==> src/rtl/uart_pkg.sv <==
// rtl/uart_pkg.sv - shared types, frame constants and divider helper for the UART receiver
// Purpose: FSM state encoding, 8N1 frame constants and the baud-divider calculation
//          shared by uart_byte_receiver and uart_baud_tick.
// Ports:   none (package).
package uart_pkg;

    typedef enum logic [2:0] {
        IDLE      = 3'd0,
        START     = 3'd1,
        DATA      = 3'd2,
        STOP      = 3'd3,
        WAIT_IDLE = 3'd4
    } uart_state_e;

    localparam int UART_START_BITS = 1;
    localparam int UART_DATA_BITS  = 8;
    localparam int UART_STOP_BITS  = 1;

    // Clocks per oversample tick, rounded to nearest; never below 1.
    function automatic int calc_div(input int clk_freq, input int baud, input int oversample);
        int den;
        int div;
        den = baud * oversample;
        div = (clk_freq + den / 2) / den;
        return (div < 1) ? 1 : div;
    endfunction

endpackage

==> src/rtl/uart_baud_tick.sv <==
// rtl/uart_baud_tick.sv - free-running divider producing the oversample tick
// Purpose: emits a one-clock o_tick every DIV clocks, independent of line activity.
// Ports:   clk    in  system clock
//          rst_n  in  asynchronous active-low reset
//          o_tick out one-clock oversample tick
module uart_baud_tick #(
    parameter int DIV = 27
) (
    input  logic clk,
    input  logic rst_n,
    output logic o_tick
);

    localparam int               CNT_W = $clog2(DIV) + 1;
    localparam logic [CNT_W-1:0] LAST  = CNT_W'(DIV - 1);

    logic [CNT_W-1:0] r_cnt;
    logic             r_tick;

    always_ff @(posedge clk or negedge rst_n) begin
        if (!rst_n) begin
            r_cnt  <= '0;
            r_tick <= 1'b0;
        end else if (r_cnt == LAST) begin
            r_cnt  <= '0;
            r_tick <= 1'b1;
        end else begin
            r_cnt  <= r_cnt + CNT_W'(1);
            r_tick <= 1'b0;
        end
    end

    assign o_tick = r_tick;

endmodule

==> src/rtl/uart_byte_receiver.sv <==
// rtl/uart_byte_receiver.sv - UART 8N1 byte receiver with majority-voted oversampling
// Purpose: synchronizes RxD, recovers one byte per frame, pulses ready on a good
//          stop bit or error on a low stop bit.
// Ports:   clk            in   system clock
//          rst_n          in   asynchronous active-low reset
//          RxD            in   serial line, idle high
//          RxD_data       out  last good byte (LSB = first data bit)
//          RxD_data_ready out  one-clock pulse, RxD_data just updated
//          RxD_data_error out  one-clock pulse, framing error
module uart_byte_receiver
    import uart_pkg::*;
#(
    parameter int CLK_FREQ   = 50_000_000,
    parameter int BAUD       = 115200,
    parameter int OVERSAMPLE = 16
) (
    input  logic       clk,
    input  logic       rst_n,
    input  logic       RxD,
    output logic [7:0] RxD_data,
    output logic       RxD_data_ready,
    output logic       RxD_data_error
);

    localparam int DIV  = calc_div(CLK_FREQ, BAUD, OVERSAMPLE);
    localparam int PH_W = $clog2(OVERSAMPLE);

    // Phase value k marks the (k+1)-th tick since the start edge, so the three
    // samples land on ticks OVERSAMPLE/2-1, OVERSAMPLE/2 and OVERSAMPLE/2+1.
    localparam logic [PH_W-1:0] PH_S0   = PH_W'(OVERSAMPLE / 2 - 2);
    localparam logic [PH_W-1:0] PH_S1   = PH_W'(OVERSAMPLE / 2 - 1);
    localparam logic [PH_W-1:0] PH_VOTE = PH_W'(OVERSAMPLE / 2);
    localparam logic [PH_W-1:0] PH_LAST = PH_W'(OVERSAMPLE - 1);
    localparam logic [2:0]      LAST_BIT = 3'(UART_DATA_BITS - 1);

    logic            r_sync1;
    logic            r_sync2;
    logic            w_rx;
    logic            w_tick;
    logic [PH_W-1:0] r_phase;
    logic [1:0]      r_samp;
    logic            w_vote;
    logic            w_vote_tick;
    logic            w_wrap;
    logic [2:0]      r_bit_idx;
    logic [7:0]      r_shift;
    logic [7:0]      r_data;
    logic            r_ready;
    logic            r_error;
    logic            w_ready_nxt;
    logic            w_error_nxt;
    uart_state_e     r_state;
    uart_state_e     w_state_nxt;

    uart_baud_tick #(
        .DIV (DIV)
    ) u_baud_tick (
        .clk    (clk),
        .rst_n  (rst_n),
        .o_tick (w_tick)
    );

    assign w_rx        = r_sync2;
    assign w_vote_tick = w_tick && (r_phase == PH_VOTE);
    assign w_wrap      = w_tick && (r_phase == PH_LAST);
    // The third sample is the live synchronized value on the vote tick.
    assign w_vote      = (r_samp[0] & r_samp[1]) | (r_samp[0] & w_rx) | (r_samp[1] & w_rx);

    always_comb begin
        w_state_nxt = r_state;
        w_ready_nxt = 1'b0;
        w_error_nxt = 1'b0;
        case (r_state)
            IDLE: begin
                if (!w_rx) w_state_nxt = START;
            end
            START: begin
                // A high vote at mid start bit means the falling edge was a glitch.
                if (w_vote_tick && w_vote) w_state_nxt = IDLE;
                else if (w_wrap)           w_state_nxt = DATA;
            end
            DATA: begin
                if (w_wrap && (r_bit_idx == LAST_BIT)) w_state_nxt = STOP;
            end
            STOP: begin
                // Leaving at mid stop bit leaves half a bit to catch a back-to-back start.
                if (w_vote_tick) begin
                    if (w_vote) begin
                        w_ready_nxt = 1'b1;
                        w_state_nxt = IDLE;
                    end else begin
                        w_error_nxt = 1'b1;
                        w_state_nxt = WAIT_IDLE;
                    end
                end
            end
            WAIT_IDLE: begin
                // A held-low line (break) must not be taken as a stream of start bits.
                if (w_rx) w_state_nxt = IDLE;
            end
            default: w_state_nxt = IDLE;
        endcase
    end

    always_ff @(posedge clk or negedge rst_n) begin
        if (!rst_n) begin
            r_state <= IDLE;
        end else begin
            r_state <= w_state_nxt;
        end
    end

    always_ff @(posedge clk or negedge rst_n) begin
        if (!rst_n) begin
            r_sync1   <= 1'b1;
            r_sync2   <= 1'b1;
            r_phase   <= '0;
            r_samp    <= 2'b11;
            r_bit_idx <= '0;
            r_shift   <= '0;
            r_data    <= '0;
            r_ready   <= 1'b0;
            r_error   <= 1'b0;
        end else begin
            r_sync1 <= RxD;
            r_sync2 <= r_sync1;
            r_ready <= w_ready_nxt;
            r_error <= w_error_nxt;

            if (r_state == IDLE) begin
                r_phase   <= '0;
                r_bit_idx <= '0;
            end else if (w_tick) begin
                r_phase <= r_phase + PH_W'(1);
            end

            if (w_tick && (r_phase == PH_S0)) r_samp[0] <= w_rx;
            if (w_tick && (r_phase == PH_S1)) r_samp[1] <= w_rx;

            if ((r_state == DATA) && w_vote_tick) r_shift   <= {w_vote, r_shift[7:1]};
            if ((r_state == DATA) && w_wrap)      r_bit_idx <= r_bit_idx + 3'd1;

            if (w_ready_nxt) r_data <= r_shift;
        end
    end

    assign RxD_data       = r_data;
    assign RxD_data_ready = r_ready;
    assign RxD_data_error = r_error;

endmodule

==> config.mk <==
export PLATFORM = sky130hd
export DESIGN_NAME = uart_byte_receiver
export DESIGN_NICKNAME = d
export VERILOG_FILES = /design/src/rtl/uart_pkg.sv /design/src/rtl/uart_baud_tick.sv /design/src/rtl/uart_byte_receiver.sv
export SDC_FILE = /design/constraint.sdc
export NUM_CORES = 1
export LEC_CHECK = 0
export BUFFER_PORTS_ARGS = -buffer_cell sky130_fd_sc_hd__clkbuf_2
export CAP_MARGIN = 0
export CORE_ASPECT_RATIO = 0.7
export CORE_MARGIN = 5
export CORE_UTILIZATION = 50
export DETAILED_ROUTE_END_ITERATION = 8
export PLACE_DENSITY_LB_ADDON = 0.08
export SLEW_MARGIN = 20
export SYNTH_ARGS = -nofsm -noshare
export SYNTH_HDL_FRONTEND = slang
export SYNTH_SLANG_ARGS = --single-unit
==> constraint.sdc <==
create_clock -name clk -period 1.8 [get_ports clk]
set_clock_uncertainty 0.1 [all_clocks]
set_input_delay 0.27 -clock clk [delete_from_list [all_inputs] [get_ports clk]]
set_output_delay 0.27 -clock clk [all_outputs]
set_load 0.1 [all_outputs]
Word-level counts from Yosys, hierarchy flattened

Cells that the tools add are included.

Register bits after elaboration: 39
Bits of input ports: 3
Logic and storage cells: 68

$add $sub $neg: 3
Eq/ne operators: 15
Multiplexer cells: 20
Bitwise operators: 5
Reductions and logical operators: 12

Operators with widths:

| cell                | number |
|---|---|
| $mux 3              | 9 |
| $pmux 3 s5          | 1 |
| $eq 4x3->1 const B  | 2 |
| $eq 4x4->1 const B  | 2 |
| $logic_and 1x1->1   | 8 |
| $mux 4              | 2 |
| $ne 2x2->1 const B  | 4 |
| $mux 1              | 7 |
| $add 6x1->6 const B | 1 |
| $eq 3x2->1 const B  | 2 |
| $eq 3x3->1 const B  | 2 |
| $eq 6x5->1 const B  | 1 |
| $mux 6              | 1 |
| $reduce_and 5->1    | 1 |
| $add 4x1->4 const B | 1 |
| $reduce_bool 2->1   | 2 |
| $add 3x1->3 const B | 1 |
| $and 1x1->1         | 3 |
| $eq 3x1->1 const B  | 1 |
| $logic_not 3->1     | 1 |
| $ne 3x3->1 const B  | 1 |
| $or 1x1->1          | 2 |

Longest topological paths before layout

Depth in word-level cells: 6
Depth in mapped cells: 6

By module

A second synthesis with hierarchy kept.

Cells, all modules: 132
Area, all modules: 1741.7 um^2

Modules (own cells, without submodules):

| module             | instances | cells an instance | area each (um^2) |
|---|---|---|---|
| uart_byte_receiver | 1         | 108               | 1440.1 |
| uart_baud_tick     | 1         | 24                | 301.5 |

Worst setup path after synthesis

OpenSTA, ideal clock, no wires.

Path kind: reg-to-reg
Start: register r_phase[1]
End: register r_bit_idx[0]
Arrival time: 1.442 ns
Setup slack: 0.137 ns
Cell stages (with the launch flop): 6
Buffers on the path: 1
Cell sequence: dfrtp_1 -> ha_1 -> and4_1 -> clkbuf_1 -> mux2_2 -> a22o_1

Longest elaborated chain between the ends: 4
Elaborated cells between the ends (all ways): 5
Classes of those cells: eq/ne (1); mux (1); reduce/logical (3)

Ends and longest elaborated chain:

| element                                            | RTL line                  | text |
|---|---|---|
| start: declaration                                 | uart_byte_receiver.sv:40  | `logic [PH_W-1:0] r_phase;` |
| start signal: assignment                           | uart_byte_receiver.sv:134 | `r_phase <= r_phase + PH_W'(1);` |
| $eq 4x4->1 *                                       | uart_byte_receiver.sv:65  | `assign w_wrap = w_tick && (r_phase == PH_LAST);` |
| $logic_and 1x1->1 *                                | uart_byte_receiver.sv:65  |  |
| $logic_and 1x1->1 *                                | uart_byte_receiver.sv:141 | `if ((r_state == DATA) && w_wrap) r_bit_idx <= r_bit_idx + 3'd1;` |
| $mux 3 / $reduce_bool 2->1 (equally long branches) | -                         |  |
| end signal: assignment                             | uart_byte_receiver.sv:141 |  |
| end: declaration                                   | uart_byte_receiver.sv:45  | `logic [2:0] r_bit_idx;` |

Mark *: on every way between the ends. The rest lies on a longest branch, timed or not.
A chain may end at the register's enable or synchronous reset.

Worst setup path in the final report

Start: register r_phase[0]
End: register r_data[1] (netlist: RxD_data[1])

Longest elaborated chain between the ends: 4

Ends and longest elaborated chain:

| element                | RTL line                  | text |
|---|---|---|
| $eq 4x4->1             | uart_byte_receiver.sv:64  | `assign w_vote_tick = w_tick && (r_phase == PH_VOTE);` |
| $logic_and 1x1->1      | uart_byte_receiver.sv:64  |  |
| $mux 1                 | uart_byte_receiver.sv:87  | `if (w_vote_tick) begin` |
| $mux 1                 | uart_byte_receiver.sv:73  | `case (r_state)` |
| end signal: assignment | uart_byte_receiver.sv:143 | `if (w_ready_nxt) r_data <= r_shift;` |
| end: declaration       | uart_byte_receiver.sv:47  | `logic [7:0] r_data;` |

Every way passes these cells.

==> summary.md <==
| Metric | Value |
|---|---|
| Routed WL | 2908 um |
| Synth Area in Adders | 0.05689 |
| Setup ws final | 0.04898 ns |
| Hold Violations, Final | 0 |
| Synth Area in Compound Gates | 0.04012 |
| Overflow after GRT | 0 |
| Critical Path Start Type | flip-flop |
| Top post-synthesis cells by area | dfrtp_1, mux2_2, dfstp_2 |
| R2R Path End | RxD_data[1] |
| Antenna viol nets, final | 0 |
| Crit Path Class | flip-flop to flip-flop |
| Worst endpoint required time | 1.87 ns |
| Tmin final | 1.751 ns |
| Vias in the first global route | 1059 |
| Leak | 0.9753 nW |
| Hold Path End | r_sync2 |
| FF+latch count, synth | 39 |
| HP Start | r_sync1 |
| Final hold slack | 0.2652 ns |
| Max Slew Vio Count | 0 |
| I/O pin total | 13 |
| Max Fclk | 571.1 MHz |
| Total GRT Usage | 0.1428 |
| Synth Area in XOR/XNOR | 0.03574 |
| CTS Sinks | 39 |
| DP Wirelength | 2090 um |
| Worst min-delay path category | flip-flop to flip-flop |
| Worst-Margin Slew | 0.5486 ns |
| Worst vdd rail ir drop | 0.5315 mV |
| Pwr Density | 801.7 mW/mm2 |
| RSZ-0062 raised after global routing | true |
| P_sw | 0.3104 mW |
| Dpl cells | 193 |
| Largest net degree at the start of global routing | 21 |
| Nets | 167 |
| Post-synthesis async set-or-reset flop share | 1.000 |
| Min-Delay Path Depth | 0 |
| Vias | 1035 |
| CTS Buf Count | 5 |
| Initial Utilization | 0.5306 |
| Worst r2r path cells | 5 |
| Die width | 80.01 um |
| Fin crit share | 0.9728 |
| Syn Nets | 141 |
| Inserted Diodes | 0 |
| Part of the power in the clock network | 0.437 |
| Layout cell share with drive strength beyond 1 | 0.3734 |
| Pint | 1.303 mW |
| Worst EP arrival | 1.82 ns |
| Max-slew headroom at the worst pin | 0.6358 |
| Reg clk slew, reported paths | 0.07 ns |
| Die Span Y | 59.01 um |
| Fin cells | 205 |
| Area Overhead vs Synth | 17.29% |
| Antenna violations before repair | 0 |
| Site Rows | 17 |
| Combinational power share | 0.016 |
| Status | completed |
| # setup viols final | 0 |
| Cells after synthesis | 131 |
| Seq/Total Area, Yosys | 0.5718 |
| Share of power burned in registers | 0.547 |
| Most frequent cells after synthesis | dfrtp_1, mux2_2, nor2_1 |
| Most common cell in the synthesized netlist | dfrtp_1 |
| TritonCTS clock tree | done |
| DRT Pass-1 Iters | 4 |
| Clk_lat worst skew | 0.29 ns |
| Critical R2R Launch | r_phase[0] |
| IO Port Bufs | 12 |
| CTS root buf | clkbuf_8 |
| Maxcap violations | 0 |
| Yosys top cell area share | 0.5106 |
| Multiplexer area fraction after synthesis | 0.1437 |
| Number of distinct library cells after synthesis | 33 |
| FF-to-FF setup slack | 0.05 ns |
| DRT iter0 DRCs | 55 |
| Core Region | 0.003233 mm2 |
| Switching share of total power | 0.1924 |
| Leading area contributor after synthesis | dfrtp_1 |
| Syn. warnings | 0 |
| GP Congestion | 0.8057 |
| Largest family of logic cells by synthesized area | multiplexers |
| Vias per cell | 5.049 |
| Main synth FF type | dfrtp_1 |
| Number of enable flip-flop cells after synthesis | 0 |
| Die area | 0.004721 mm2 |
| First-pass GRT wire length | 5050 um |
| Syn_area_per_cell | 13.09 um2 |
| H-tree lvl count | 2 |
| Cell area after synthesis | 0.001715 mm2 |
| Post-synthesis simple-gate area fraction | 0.1262 |
| Crit end category | flip-flop |
| DP Worst Slack | 0.0004629 ns |
| DRC Markers | 0 |
| Crit-path max FO | 8 |
| WL/cell | 14.19 um |
| Max Root-Sink Buffers | 2 |
## power by group through the flow
stage	combinational (mW)	sequential, mW	clock (mW)
floorplan	0.00115	0.898	0
global placement	0.0229	0.899	0
detailed placement	0.0242	0.899	0
CTS	0.0278	0.882	0.730
global route	0.0315	0.882	0.763
finish	0.0259	0.882	0.705
## worst max-delay path: stages, from the launching register on
cell	delay [ns]
dfrtp_1	0.42
inv_2	0.08
ha_1	0.14
and4b_2	0.32
nand4_4	0.21
mux2_4	0.37
## through the flow
| step | area (um2) | utilization | TNS, ns | power [mW] |
|---|---|---|---|---|
| CTS | 1993 | 0.6165 | 0 | 1.640 |
| floorplan | 1715 | - | 0 | 0.8994 |
| global placement | 1866 | 0.5770 | 0 | 0.9216 |
| global route | 2012 | 0.6223 | -0.02367 | 1.676 |
| detailed placement | 1866 | 0.5770 | 0 | 0.9230 |
| finish | 2012 | 0.6223 | 0 | 1.613 |
## per-layer routing
| layer | GRT usage | share of wire |
|---|---|---|
| met3 | 0.04103 | 0.035 |
| met5 | 0 | 0 |
| met2 | 0.1981 | 0.45 |
| met4 | 0.06024 | 0.016 |
| met1 | 0.2086 | 0.50 |
## cells by family after synthesis
logic type | count (synthesis)
multiplexers | 22
buffers and inverters | 9
AO/OA/AOI/OAI | 10
adder cells (fa/ha/maj) | 8
AND/OR/NAND/NOR | 36
XOR/XNOR | 7
flip-flops | 39
## what timing repair did
item / in CTS / in global routing
resized for setup: 1 / 2
setup endpoints to repair: 1 / 8
endpoints found under the hold margin: 15 / 0
buffers inserted: 0 / 2
hold buffers: 2 / 0
pin swaps: 0 / 1
## layout by cell type, fill, tap and decap left out, types with 3 or more instances in the layout
cell and instances:
ha_1 7, a22o_1 3, dfstp_2 4, xor2_1 5, dfrtp_1 35, nand3_1 5, clkbuf_8 5, nor2_1 15
buf_4 10, mux2_2 20, inv_1 3, clkbuf_2 12
## registers in the layout (all words and copies together), names as in the netlist
register / cells
r_sync1: 1
r_phase: 4
r_samp: 2
r_shift: 8
u_baud_tick.r_cnt: 6
r_state: 3
RxD_data_ready: 1
r_sync2: 1
RxD_data: 8
RxD_data_error: 1
u_baud_tick.o_tick: 1
r_bit_idx: 3
## final cells by class
cell class / instances / area (um2)
clock buffers: 7 / 76.32
clock inverters: 1 / 30.03
fillers: 270 / 1221
inverters: 4 / 15.01
multi-input cells: 83 / 695.7
flip-flops and latches: 39 / 980.9
well taps: 47 / 58.81
repair buffers: 24 / 155.1
## how the worst max path moves through the flow
stage,startpoint,slack (ns),endpoint,cells past startpoint
final,r_phase[0],0.05,RxD_data[1],5
after floorplan,r_phase[1],0.14,r_bit_idx[0],5
after global routing,r_phase[1],-0.02,RxD_data[1],5
after global placement,r_phase[0],0.07,RxD_data[0],5
after detailed placement,r_phase[0],0.0005,RxD_data[1],5
after CTS,r_phase[0],0.04,RxD_data[1],5
(Power assumes the default switching activity.)
